==> src/rtl/mem_stage.sv <==
// mem_stage: RV32I load/store stage with req/ack data-memory port, ack timeout and registered writeback.
// Define MEM_MISALIGN_TRAP_EN to retire misaligned halfword/word accesses with an error instead of issuing them.
module mem_stage #(
  parameter int ADDR_WIDTH  = 10,
  parameter int ACK_TIMEOUT = 16
) (
  input  logic                  clk,
  input  logic                  rst_n,
  input  logic                  valid_i,
  input  logic [31:0]           instr_i,
  input  logic [31:0]           alu_result_i,
  input  logic [31:0]           rs2_data_i,
  output logic                  stall_o,
  output logic                  mem_req_o,
  output logic                  mem_we_o,
  output logic [ADDR_WIDTH-1:0] mem_addr_o,
  output logic [3:0]            mem_be_o,
  output logic [31:0]           mem_wdata_o,
  input  logic                  mem_ack_i,
  input  logic [31:0]           mem_rdata_i,
  output logic                  wb_valid_o,
  output logic                  wb_we_o,
  output logic [4:0]            wb_rd_o,
  output logic [31:0]           wb_data_o,
  output logic                  err_o
);
  localparam int CW = ACK_TIMEOUT > 1 ? $clog2(ACK_TIMEOUT) : 1;
  localparam logic [CW-1:0] LAST = CW'(ACK_TIMEOUT - 1);
  typedef enum logic {S_IDLE, S_WAIT} state_t;
  state_t state, state_n;
  logic [6:0] op;
  logic [2:0] f3, r_f3;
  logic [1:0] off, r_off;
  logic [4:0] rd, r_rd;
  logic is_load, is_store, is_pass, bad_f3, misal, fault, start, timeout_hit, done;
  logic [3:0] be;
  logic [31:0] wdata, ld_data;
  logic [7:0] lb;
  logic [15:0] lh;
  logic [CW-1:0] cnt;
  logic unused;
  assign unused = ^instr_i[31:15];
  assign op = instr_i[6:0];
  assign f3 = instr_i[14:12];
  assign rd = instr_i[11:7];
  assign off = alu_result_i[1:0];
  assign is_load = op == 7'b0000011;
  assign is_store = op == 7'b0100011;
  assign is_pass = op inside {7'b0110011, 7'b0010011, 7'b0110111, 7'b0010111, 7'b1101111, 7'b1100111};
  assign bad_f3 = is_load ? (f3 == 3'b011 || f3[2:1] == 2'b11) : is_store && f3 >= 3'b011;
`ifdef MEM_MISALIGN_TRAP_EN
  assign misal = (is_load || is_store) && (f3[1] ? off != 2'b00 : f3[0] && off[0]);
`else
  assign misal = 1'b0;
`endif
  assign fault = bad_f3 || misal;
  assign start = valid_i && (is_load || is_store) && !fault;
  // an ack arriving in the final timeout cycle still completes the access
  assign timeout_hit = ACK_TIMEOUT != 0 && cnt == LAST && !mem_ack_i;
  assign done = mem_ack_i || timeout_hit;
  assign be = !is_store || f3[1] ? 4'hF : f3[0] ? 4'b0011 << {off[1], 1'b0} : 4'b0001 << off;
  assign wdata = f3[1] ? rs2_data_i : f3[0] ? {2{rs2_data_i[15:0]}} : {4{rs2_data_i[7:0]}};
  assign lb = mem_rdata_i[{r_off, 3'b000} +: 8];
  assign lh = r_off[1] ? mem_rdata_i[31:16] : mem_rdata_i[15:0];
  assign ld_data = r_f3[1] ? mem_rdata_i :
                   r_f3[0] ? {{16{lh[15] & ~r_f3[2]}}, lh} : {{24{lb[7] & ~r_f3[2]}}, lb};
  always_ff @(posedge clk or negedge rst_n)
    if (!rst_n) state <= S_IDLE;
    else state <= state_n;
  always_comb
    state_n = state == S_IDLE ? (start ? S_WAIT : S_IDLE) : (done ? S_IDLE : S_WAIT);
  always_comb
    stall_o = rst_n && (state == S_IDLE ? start : !done);
  always_ff @(posedge clk or negedge rst_n)
    if (!rst_n) begin
      mem_req_o <= 1'b0;
      mem_we_o <= 1'b0;
      mem_addr_o <= '0;
      mem_be_o <= '0;
      mem_wdata_o <= '0;
      r_f3 <= '0;
      r_off <= '0;
      r_rd <= '0;
      cnt <= '0;
      wb_valid_o <= 1'b0;
      wb_we_o <= 1'b0;
      wb_rd_o <= '0;
      wb_data_o <= '0;
      err_o <= 1'b0;
    end else begin
      wb_valid_o <= 1'b0;
      wb_we_o <= 1'b0;
      err_o <= 1'b0;
      if (state == S_IDLE) begin
        cnt <= '0;
        if (start) begin
          mem_req_o <= 1'b1;
          mem_we_o <= is_store;
          mem_addr_o <= {alu_result_i[ADDR_WIDTH-1:2], 2'b00};
          mem_be_o <= be;
          mem_wdata_o <= wdata;
          r_f3 <= f3;
          r_off <= off;
          r_rd <= rd;
        end else if (valid_i) begin
          wb_valid_o <= 1'b1;
          wb_we_o <= is_pass && rd != 5'd0;
          wb_rd_o <= rd;
          wb_data_o <= alu_result_i;
          err_o <= fault;
        end
      end else if (done) begin
        mem_req_o <= 1'b0;
        wb_valid_o <= 1'b1;
        wb_we_o <= mem_ack_i && !mem_we_o && r_rd != 5'd0;
        wb_rd_o <= r_rd;
        wb_data_o <= mem_we_o ? mem_wdata_o : ld_data;
        err_o <= !mem_ack_i;
      end else begin
        cnt <= cnt + 1'b1;
      end
    end
endmodule

==> config.mk <==
export PLATFORM = sky130hd
export DESIGN_NAME = mem_stage
export DESIGN_NICKNAME = d
export VERILOG_FILES = /design/src/rtl/mem_stage.sv
export SDC_FILE = /design/constraint.sdc
export NUM_CORES = 1
export LEC_CHECK = 0
export CORE_MARGIN = 2
export CORE_UTILIZATION = 32
export DETAILED_ROUTE_END_ITERATION = 6
export PLACE_DENSITY = 0.64
export SYNTH_ARGS = -nofsm -noshare
export SYNTH_HDL_FRONTEND = slang
export SYNTH_SLANG_ARGS = --single-unit
==> constraint.sdc <==
create_clock -name clk -period 3.5 [get_ports clk]
set_input_delay 0.7 -clock clk [delete_from_list [all_inputs] [get_ports clk]]
set_output_delay 0.7 -clock clk [all_outputs]
set_load 0.005 [all_outputs]
# Word level (Yosys, flattened, before mapping)
# Cells that the tools add are included.
# W data, S select, Z words.
# word_totals
reg_bits,101
latch_bits,0
ramBits,0
mem_bits_ro,0
input_bits,132
output_inout_bits,89
elab_cells,101
n_memories,0
# op_classes
n_addsub,1
mul,0
n_div,0
magnitude_cmp,1
eq_ne,14
shift,3
mux,38
bitwise_logic,4
reduce_logical,25
# ops
op,n
$mux W32,9
$shiftx A32 B6 Y8,1
$eq A7 B6 Y1 const B,3
$mux W1,20
$mux W5,4
$mux W16,1
$mux W4,4
$eq A7 B5 Y1 const B,2
$eq A7 B7 Y1 const B,2
$reduce_bool A5 Y1,2
$logic_and A1 B1 Y1,8
$eq A7 B2 Y1 const B,1
$reduce_bool A6 Y1,1
$logic_not A1 Y1,5
$add A4 B1 Y4 const B,1
$eq A4 B4 Y1 const B,1
$logic_or A1 B1 Y1,4
$ne A2 B2 Y1 const B,2
$reduce_and A2 Y1,2
$reduce_bool A2 Y1,2
$shl A1 B2 Y4 const A,1
$shl A2 B2 Y4 const A,1
$eq A3 B2 Y1 const B,1
$ge A3 B2 Y1 const B,1
other kinds (5),7

# Longest topological paths before layout
# Gate-level depths: netlist of run 1.
# logic_depth
word_depth,7
mapped_depth,7
ltp_nobuf,5

# Worst setup path before layout of run 1
# No wires, ideal clock.
# synth_path
path_kind,input port to output port
start,in instr_i[12]
end,out stall_o
t_arrival_ps,1706
required_ps,2800
setup_slack_ps,1094
cell_stages,6
n_path_buf,2
cell_sequence,buf_2 nor2_1 o2111ai_2 buf_2 nand2_1 and2_1
# synth_via
elab_chain_len,7
word_cells_on_any_way,9
cone_classes,order compare (1); eq/ne (1); mux (2); reduce/logical (5)
# synth_rtl
item,line_no,text
from (decl),10,"input logic [31:0] instr_i,"
$ge A3 B2 Y1 or $eq A3 B2 Y1 (tied branches),50,assign bad_f3 = is_load ? (f3 == 3'b011 || f3[2:1] == 2'b11) : is_store && f3 >= 3'b011;
$logic_and A1 B1 Y1 or $logic_or A1 B1 Y1 (tied branches),50,
$mux W1 *,50,
$logic_not A1 Y1 *,57,assign start = valid_i && (is_load || is_store) && !fault;
$logic_and A1 B1 Y1 *,57,
$mux W1 *,73,stall_o = rst_n && (state == S_IDLE ? start : !done);
$logic_and A1 B1 Y1 *,73,
to (decl),13,"output logic stall_o,"
# Mark *: on every way between the ends. The rest lies on a longest branch, timed or not.

# Worst setup path in the final report of run 1
# layout_path
start,in instr_i[2]
end,out stall_o
# layout_via
elab_chain_len,7
word_cells_on_any_way,10
cone_classes,eq/ne (2); mux (2); reduce/logical (6)
# layout_rtl
item,line_no,text
$eq A7 B6 Y1,48,assign is_store = op == 7'b0100011;
$logic_and A1 B1 Y1,50,
$mux W1,50,
$logic_not A1 Y1,57,
$logic_and A1 B1 Y1 *,57,
$mux W1 *,73,
$logic_and A1 B1 Y1 *,73,
# Marks and branches as above.

==> flow_summary.ini, run 1 <==
[sta]
period_minus_slack_ns = 3.265
relSlewSlack_pct = 35.64
hold_viol = 0
min_period_over_period_pct = 93.30
setup-violations-final = 0
holdWs_ns = 0.2495
slew_viol_final = 0
max_freq_ghz = 0.3062
tightest_slew_ns = 0.9654
fin_skew_ns = 0.007885
rsz0062_at_grt = false
fin_setup_tns_ns = 0

[final_layout]
final_nets = 864
area_growth_pct = 44.27
diodes = 0
drive_gt1_share_pct = 12.91
finish.utilization_pct = 47.29

[global_routing]
antenna_found_initial = 0
grt_overflow = 0
grt_pass1_wl_microns = 30620
grt_start_max_net_pins = 89
grt_use_total_pct = 22.11
grt_pass1_vias = 5196

[synthesis]
synthArstFlopShare_pct = 100.0
synth_seq_area_share_pct = 44.58
yosys_warnings = 0
netlist_area_sq_mm = 0.005669
synth-seq-cells = 101
synth_edf_count = 0
ys_types = 58
synth_ff_type = dfrtp_1
syn_area_per_cell_sq_um = 10.20
syn_inst = 556

[route]
drtIter0Drc = 298
antenna_left = 0
vias = 5206
viasPerCell = 5.417
drc_errors = 0
wirelength_microns = 20710
post_drt_wl_per_cell_microns = 21.55
first_pass_iters = 6

[clocking]
cts.sinks = 101
clkTransAtPathRegs_ns = 0.07
clkLatencyLatePin_ns = 0.36
ctsLongestPathBuffers = 2
cts_tree = built
holdBufCountCts = 0
cts_buffers = 9
ctsResizeCount = 0
post-cts-setup-buffers = 0
cts-root-buf = clkbuf_16
htree_levels = 3

[min_path]
hold_path.class = primary input to asynchronous set/reset pin

[floorplan]
num_rows = 48
initial_core_util_pct = 32.78
num_io_pins = 221
fp.dieH_microns = 137.1
die_w_microns = 137.1
die-area_sq_mm = 0.01880
coreArea_sq_mm = 0.01730

[place]
dp_hpwl_microns = 15730
gp_congestion = 0.9267
placement.io_buffers = 201

[setup_path]
cp.arrival_ns = 2.57
r2r_end = wb_data_o[20]$_DFFE_PN0P_
cp-end-kind = output port
critPathKind = primary input to output port
r2r-start = state$_DFF_PN0_
r2r_slack_ns = 0.87
startpoint_type = primary input
crit_path_max_fanout = 4
crit_start = instr_i[2]
r2r_cells = 7
crit_required_ns = 2.80
cp-endpoint = stall_o

[flow_run]
drv_cap = 0

[pwr]
p_leak_nw = 3.225
pwr_density_cell_mw_per_mm2 = 390.5
ir_worst_vdd_mv = 0.2484

[run_status]
status = finished clean
==> power by group <==
group          internal (mW)  total [mW]  switching [mW]
Combinational          0.428       0.707           0.279
Sequential              1.27        1.39           0.117
Clock                  0.629        1.10           0.467
Total                   2.33        3.19           0.863
==> critical path: stages <==
cell             delay (ns)
clkdlybuf4s50_1        0.46
nor4_4                 0.44
o2111ai_4              0.19
nand2_1                0.13
and2_1                 0.13
clkdlybuf4s50_1        0.51
==> kinds of logic (layout without fill, tap and decap cells) <==
family	Yosys count	in the layout	share of synthesized area, %
buffers and inverters	58	237	4.612
adders and majority gates	1	1	0.2207
AOI/OAI and AO/OA	195	195	23.99
DFF	101	101	44.58
muxes	60	60	12.20
and+or+nand+nor	139	139	14.17
xor gates and xnor gates	1	1	0.1545
other	1	2	0.06615
==> per-stage QoR <==
step           std cells  setup slack (ns)  cell area (sq um)  power (mW)
2_1_floorplan        557             1.094               5673       1.639
3_3_place_gp         945            0.2766               7856       2.110
3_5_place_dp         945            0.2073               7856       2.123
4_1_cts              961            0.2052               8179       3.228
5_1_grt              961            0.1245               8179       3.352
6_report             961            0.2345               8179       3.194
==> layout by cell type, fill, tap and decap left out, drive strengths merged, types with 17 or more instances in the layout <==
| cell type | netlist | final |
|---|---|---|
| mux2i | 17 | 17 |
| nand2 | 48 | 48 |
| nor2 | 21 | 21 |
| clkdlybuf4s50 | 0 | 200 |
| o21ai | 43 | 43 |
| nor2b | 25 | 25 |
| mux2 | 42 | 42 |
| a21oi | 42 | 42 |
| a211oi | 30 | 30 |
| dfrtp | 101 | 101 |
==> area by class of cell <==
type                       instances  area [sq um]
fill                            1617          9117
multi-input combinational        398          2900
sequential                       101          2529
timing repair buffer             214          2120
tap                              225         281.5
clock buffer                       9         225.2
clock inverter                     7         97.59
inverter                           7         26.28
==> registers in the layout, summed over array words and instances, names as in the netlist, 3 cells and up <==
name         cells
wb_rd_o          5
mem_be_o         4
r_rd             5
mem_wdata_o     32
mem_addr_o       8
cnt              4
r_f3             3
wb_data_o       32
==> per-layer routing <==
| layer | track usage (%) | vias to the layer above | wire (microns) |
|---|---|---|---|
| li1 | - | 2453 | - |
| met4 | 4.353 | 0 | 190 |
| met1 | 30.22 | 2533 | 9001 |
| met3 | 4.667 | 11 | 1354 |
| met2 | 36.26 | 209 | 10160 |
| met5 | 0 | - | 0 |
==> how the worst min path moves through the flow <==
| stage | start | endpoint | slack (ns) | depth (start not counted) |
|---|---|---|---|---|
| 4_1_cts | rst_n | r_rd[0]$_DFFE_PN0P_ | 0.25 | 1 |
| 5_1_grt | rst_n | wb_we_o$_DFF_PN0_ | 0.27 | 1 |
| 3_5_place_dp | mem_addr_o[7]$_DFFE_PN0P_ | mem_addr_o[7]$_DFFE_PN0P_ | 0.48 | 2 |
| 3_3_place_gp | mem_addr_o[7]$_DFFE_PN0P_ | mem_addr_o[7]$_DFFE_PN0P_ | 0.47 | 2 |
| 2_1_floorplan | rst_n | cnt[0]$_DFFE_PN0P_ | 0.40 | 0 |
| 6_report | rst_n | r_rd[0]$_DFFE_PN0P_ | 0.25 | 1 |
==> synth_stat cells, types with 2 or more instances <==
master     number  area share [%]
o221ai_1        8             1.2
buf_6           2            0.40
nand3_1         4            0.35
buf_2          14             1.2
and3_1          2            0.22
a21o_1          2            0.26
or4_1           2            0.26
or4bb_1         3            0.60
inv_1           6            0.40
o22ai_1         2            0.22
clkbuf_1       28             1.9
nor3_1          2            0.18
nor3b_1         3            0.40
o221a_1         2            0.40
a31oi_1         8            0.88
mux2_4          7             1.9
mux2_2         35             7.0
o221a_2        14             2.8
buf_4           3            0.40
a222oi_1        5            0.88
a211oi_1       30             4.0
dfrtp_1       101              45
nor2_1         21             1.4
a22oi_1         2            0.26
o211ai_1        2            0.26
mux2i_1        17             3.0
a21oi_1        42             3.7
and2_1          2            0.22
nor2b_1        25             2.8
nand2_1        48             3.2
nand2b_1        5            0.55
buf_1           4            0.26
a211o_1         4            0.62
o21ai_0        43             3.8
o22a_1          8             1.2
nand4bb_1      13             2.6
o31ai_1        16             2.1
No activity file was read; power rests on OpenSTA's default activity.
==> inputs of run 2 (changes only) <==
Clock period 3.5 ns to 3.9 ns, I/O delays scaled along.
==> flow_summary.ini, run 2 (synthesis gave the netlist of run 1 again) <==
[pwr]
p_leak_nw = 3.221
pwr_density_cell_mw_per_mm2 = 349.3
ir_worst_vdd_mv = 0.2170

[min_path]
hold_path.class = primary input to asynchronous set/reset pin

[place]
placement.io_buffers = 201
gp_congestion = 0.9211
pre_cts_ws_ns = 0.5164
dp_hpwl_microns = 15730

[floorplan]
die_w_microns = 137.1
initial_core_util_pct = 32.78
num_rows = 48
fp.dieH_microns = 137.1
num_io_pins = 221
coreArea_sq_mm = 0.01730
die-area_sq_mm = 0.01880

[route]
vias = 5287
wirelength_microns = 20670
first_pass_iters = 6
viasPerCell = 5.507
drtIter0Drc = 344
antenna_left = 0
drc_errors = 0
post_drt_wl_per_cell_microns = 21.53

[sta]
rsz0062_at_grt = false
tightest_slew_ns = 0.9207
worst_slack_ns = 0.4956
max_freq_ghz = 0.2937
period_minus_slack_ns = 3.404
fin_setup_tns_ns = 0
slew_viol_final = 0
setup-violations-final = 0
hold_viol = 0
relSlewSlack_pct = 38.62
min_period_over_period_pct = 87.29
fin_skew_ns = 0.005948

[global_routing]
grt_pass1_wl_microns = 30710
grt_start_max_net_pins = 89
grt_pass1_vias = 5254
grt_overflow = 0
antenna_found_initial = 0
grt_use_total_pct = 22.13

[final_layout]
area_growth_pct = 44.01
final_common_cell = clkdlybuf4s50_1
drive_gt1_share_pct = 12.65
top_regs = mem_wdata_o (32), wb_data_o (32), mem_addr_o (8)
final_nets = 863
mostFrequentLayoutCells = clkdlybuf4s50_1 (200), dfrtp_1 (100), nand2_1 (48), o21ai_0 (43), a21oi_1 (42)
diodes = 0

[flow_run]
drv_cap = 0

[clocking]
clkTransAtPathRegs_ns = 0.07
cts_tree = built
post-cts-setup-buffers = 0
ctsResizeCount = 0
cts_buffers = 9
cts.sinks = 101
holdBufCountCts = 0
clkLatencyLatePin_ns = 0.35
htree_levels = 3
ctsLongestPathBuffers = 2
cts-root-buf = clkbuf_16

[setup_path]
slowest_stage = clkdlybuf4s50_1
slowest_delay_ns = 0.50
crit_path_max_fanout = 4
cp.depth = 6
r2r-start = r_f3[1]$_DFFE_PN0P_
crit_required_ns = 3.12
path_buf_inv = 2
cpMostUsedCell = clkdlybuf4s50_1
cp-endpoint = stall_o
startpoint_type = primary input
critPathKind = primary input to output port
r2r_cells = 4
cp_top_family = buffers and inverters
r2r_end = wb_data_o[4]$_DFFE_PN0P_
crit_start = instr_i[2]
cp-end-kind = output port
crit_chain = clkdlybuf4s50_1, nor4_4, o2111ai_4, nand2_1, and2_1, clkdlybuf4s50_1
cp.arrival_ns = 2.62
r2r_slack_ns = 1.52

[run_status]
status = finished clean
==> run 2: worst min path at each step <==
stage | to | start
floorplan | mem_addr_o[7]$_DFFE_PN0P_ | mem_addr_o[7]$_DFFE_PN0P_
global placement | mem_addr_o[7]$_DFFE_PN0P_ | mem_addr_o[7]$_DFFE_PN0P_
detailed placement | mem_addr_o[7]$_DFFE_PN0P_ | mem_addr_o[7]$_DFFE_PN0P_
CTS | r_rd[0]$_DFFE_PN0P_ | rst_n
global route | mem_addr_o[5]$_DFFE_PN0P_ | mem_addr_o[5]$_DFFE_PN0P_
finish | wb_rd_o[0]$_DFFE_PN0P_ | rst_n
==> run 2: stage by stage <==
step | hold WS [ns] | instances | cell area (sq um) | power (mW) | utilization [%]
CTS | 0.5071 | 960 | 8164 | 2.879 | 47.20
global placement | 0.4743 | 944 | 7849 | 1.893 | 45.38
finish | 0.4928 | 960 | 8164 | 2.851 | 47.20
global route | 0.5323 | 960 | 8164 | 2.979 | 47.20
detailed placement | 0.4861 | 944 | 7849 | 1.904 | 45.38
floorplan | 0.4733 | 557 | 5673 | 1.471 | -
==> run 2: cell type report <==
class / instances / area (sq um)
Timing Repair Buffer: 213 / 2112
Inverter: 7 / 26.28
Sequential cell: 101 / 2529
Clock buffer: 10 / 229.0
Clock inverter: 6 / 86.33
Tap cell: 225 / 281.5
Fill cell: 1622 / 9133
Multi-Input combinational cell: 398 / 2900
==> run 2: power by group <==
part	switching (mW)	internal, mW
Clock	0.405	0.563
Combinational	0.249	0.384
Sequential	0.107	1.14
Total	0.761	2.09
==> run 2: routing by layer <==
metal  global-route usage (%)  vias to the layer above  part of all wire, %
met2                    35.63                      221                   47
li1                         -                     2454                    -
met4                    7.503                        0                  2.6
met5                        0                        -                    0
met3                    4.333                       31                  5.8
met1                    29.76                     2581                   44
==> inputs of run 3 (changes only) <==
==> constraint.sdc (replaced) <==
create_clock -name clk -period 3.9 [get_ports clk]
set_input_delay 0.78 -clock clk [delete_from_list [all_inputs] [get_ports clk]]
set_output_delay 0.78 -clock clk [all_outputs]
set_load 0.02 [all_outputs]
==> flow_summary.ini, run 3 (synthesis gave the netlist of run 1 again) <==
[floorplan]
num_rows = 48
die_w_microns = 137.1
coreArea_sq_mm = 0.01730
initial_core_util_pct = 32.78
num_io_pins = 221
fp.dieH_microns = 137.1
die-area_sq_mm = 0.01880

[route]
post_drt_wl_per_cell_microns = 21.43
vias = 5197
first_pass_iters = 7
drtIter0Drc = 440
viasPerCell = 5.414
drc_errors = 1
wirelength_microns = 20570
antenna_left = 0

[run_status]
status = complete, but fails checks
violations = design-rule violations

[final_layout]
top_regs = mem_wdata_o (32), wb_data_o (32), mem_addr_o (8)
fin_area_sq_mm = 0.008177
mostFrequentLayoutCells = clkdlybuf4s50_1 (200), dfrtp_1 (100), nand2_1 (48), o21ai_0 (43), a21oi_1 (42)
drive_gt1_share_pct = 12.79
final_common_cell = clkdlybuf4s50_1
area_growth_pct = 44.23
final_nets = 863
diodes = 0

[min_path]
holdCritStartpoint = mem_addr_o[7]$_DFFE_PN0P_
hold_path.class = flop to flop
hold_depth = 2
timing.hold.worst_endpoint = mem_addr_o[7]$_DFFE_PN0P_

[setup_path]
cpMostUsedCell = clkdlybuf4s50_1
crit_chain = clkdlybuf4s50_1, nor4_4, o2111ai_4, nand2_1, and2_1, clkdlybuf4s50_1
r2r_slack_ns = 1.52
cp_top_family = buffers and inverters
r2r-start = state$_DFF_PN0_
r2r_cells = 5
slowest_stage = clkdlybuf4s50_1
startpoint_type = primary input
r2r_end = wb_data_o[23]$_DFFE_PN0P_
cp.arrival_ns = 2.71
crit_path_max_fanout = 4
critPathKind = primary input to output port
cp-end-kind = output port
slowest_delay_ns = 0.60
crit_required_ns = 3.12
path_buf_inv = 2

[sta]
fin_skew_ns = 0.01621
slew_viol_final = 0
min_period_over_period_pct = 89.40
hold_viol = 0
max_freq_ghz = 0.2868
period_minus_slack_ns = 3.486
relSlewSlack_pct = 39.34
fin_setup_tns_ns = 0
setup-violations-final = 0
tightest_slew_ns = 0.9099
rsz0062_at_grt = false

[global_routing]
grt_start_max_net_pins = 89
grt_pass1_wl_microns = 30750
grt_pass1_vias = 5280
antenna_found_initial = 0
grt_use_total_pct = 22.12
grt_overflow = 0

[clocking]
cts_tree = built
clkTransAtPathRegs_ns = 0.07
cts.sinks = 101
cts_buffers = 9
ctsLongestPathBuffers = 2
clkLatencyLatePin_ns = 0.36
holdBufCountCts = 0
ctsResizeCount = 0
post-cts-setup-buffers = 0
htree_levels = 3
cts-root-buf = clkbuf_16

[flow_run]
drv_cap = 0

[place]
placement.io_buffers = 201
dp_hpwl_microns = 15770
place_area_sq_mm = 0.007849
gp_congestion = 0.9101

[pwr]
p_leak_nw = 3.231
pwr_density_cell_mw_per_mm2 = 366.2
ir_worst_vdd_mv = 0.2389
run 3: cell types whose count changed in the layout (fill, tap and decap cells not counted):
cell / delta
inv_6: +2
clkbuf_1: -1
clkinv_2: -1
clkinvlp_4: -1
inv_8: +1
run 3: how the worst max path moves through the flow:
stage	startpoint	cells past startpoint	slack (ns)	end
floorplan	valid_i	6	1.27	stall_o
global placement	instr_i[2]	6	0.42	stall_o
detailed placement	instr_i[2]	6	0.40	stall_o
CTS	instr_i[2]	6	0.39	stall_o
global route	instr_i[2]	6	0.31	stall_o
finish	instr_i[2]	6	0.41	stall_o
run 3: final cells by class:
class / instances / area, sq um
multi-input cells: 398 / 2900
clock inverters: 7 / 102.6
inverters: 7 / 26.28
fillers: 1634 / 9120
repair buffers: 213 / 2112
clock buffers: 9 / 225.2
flip-flops and latches: 101 / 2529
well taps: 225 / 281.5
run 3: worst min-delay path, stage by stage (launching register included):
cell	delay, ns
dfrtp_1	0.35
nand2_1	0.05
o21ai_0	0.06
run 3: where the power goes:
part	leakage [nW]	total [mW]	switching, mW	internal (mW)
clock network	0.163	1.01	0.434	0.573
logic	1.78	0.739	0.353	0.386
registers	1.28	1.25	0.105	1.14
total	3.23	2.99	0.892	2.10
run 3: routing by layer:
layer / wire length, microns / up-vias / GRT usage (%) / part of all wire, %
met5: 0 / - / 0 / 0
met4: 283 / 0 / 5.556 / 1.4
met3: 1078 / 20 / 3.593 / 5.2
met2: 10000 / 191 / 36.73 / 49
met1: 9205 / 2532 / 30.07 / 45
li1: - / 2454 / - / -
run 3: metrics by stage:
step                      instances  utilization (%)  power [mW]  hold slack, ns  setup WS, ns
after global placement          944            45.38       1.998          0.4748        0.4165
after floorplan                 557                -       1.574          0.4844         1.273
after global routing            960            47.27       3.126          0.5268        0.3134
final                           960            47.27       2.994          0.5031        0.4135
after detailed placement        944            45.38       2.009          0.4846        0.4011
after CTS                       960            47.27       3.016          0.5140        0.3939
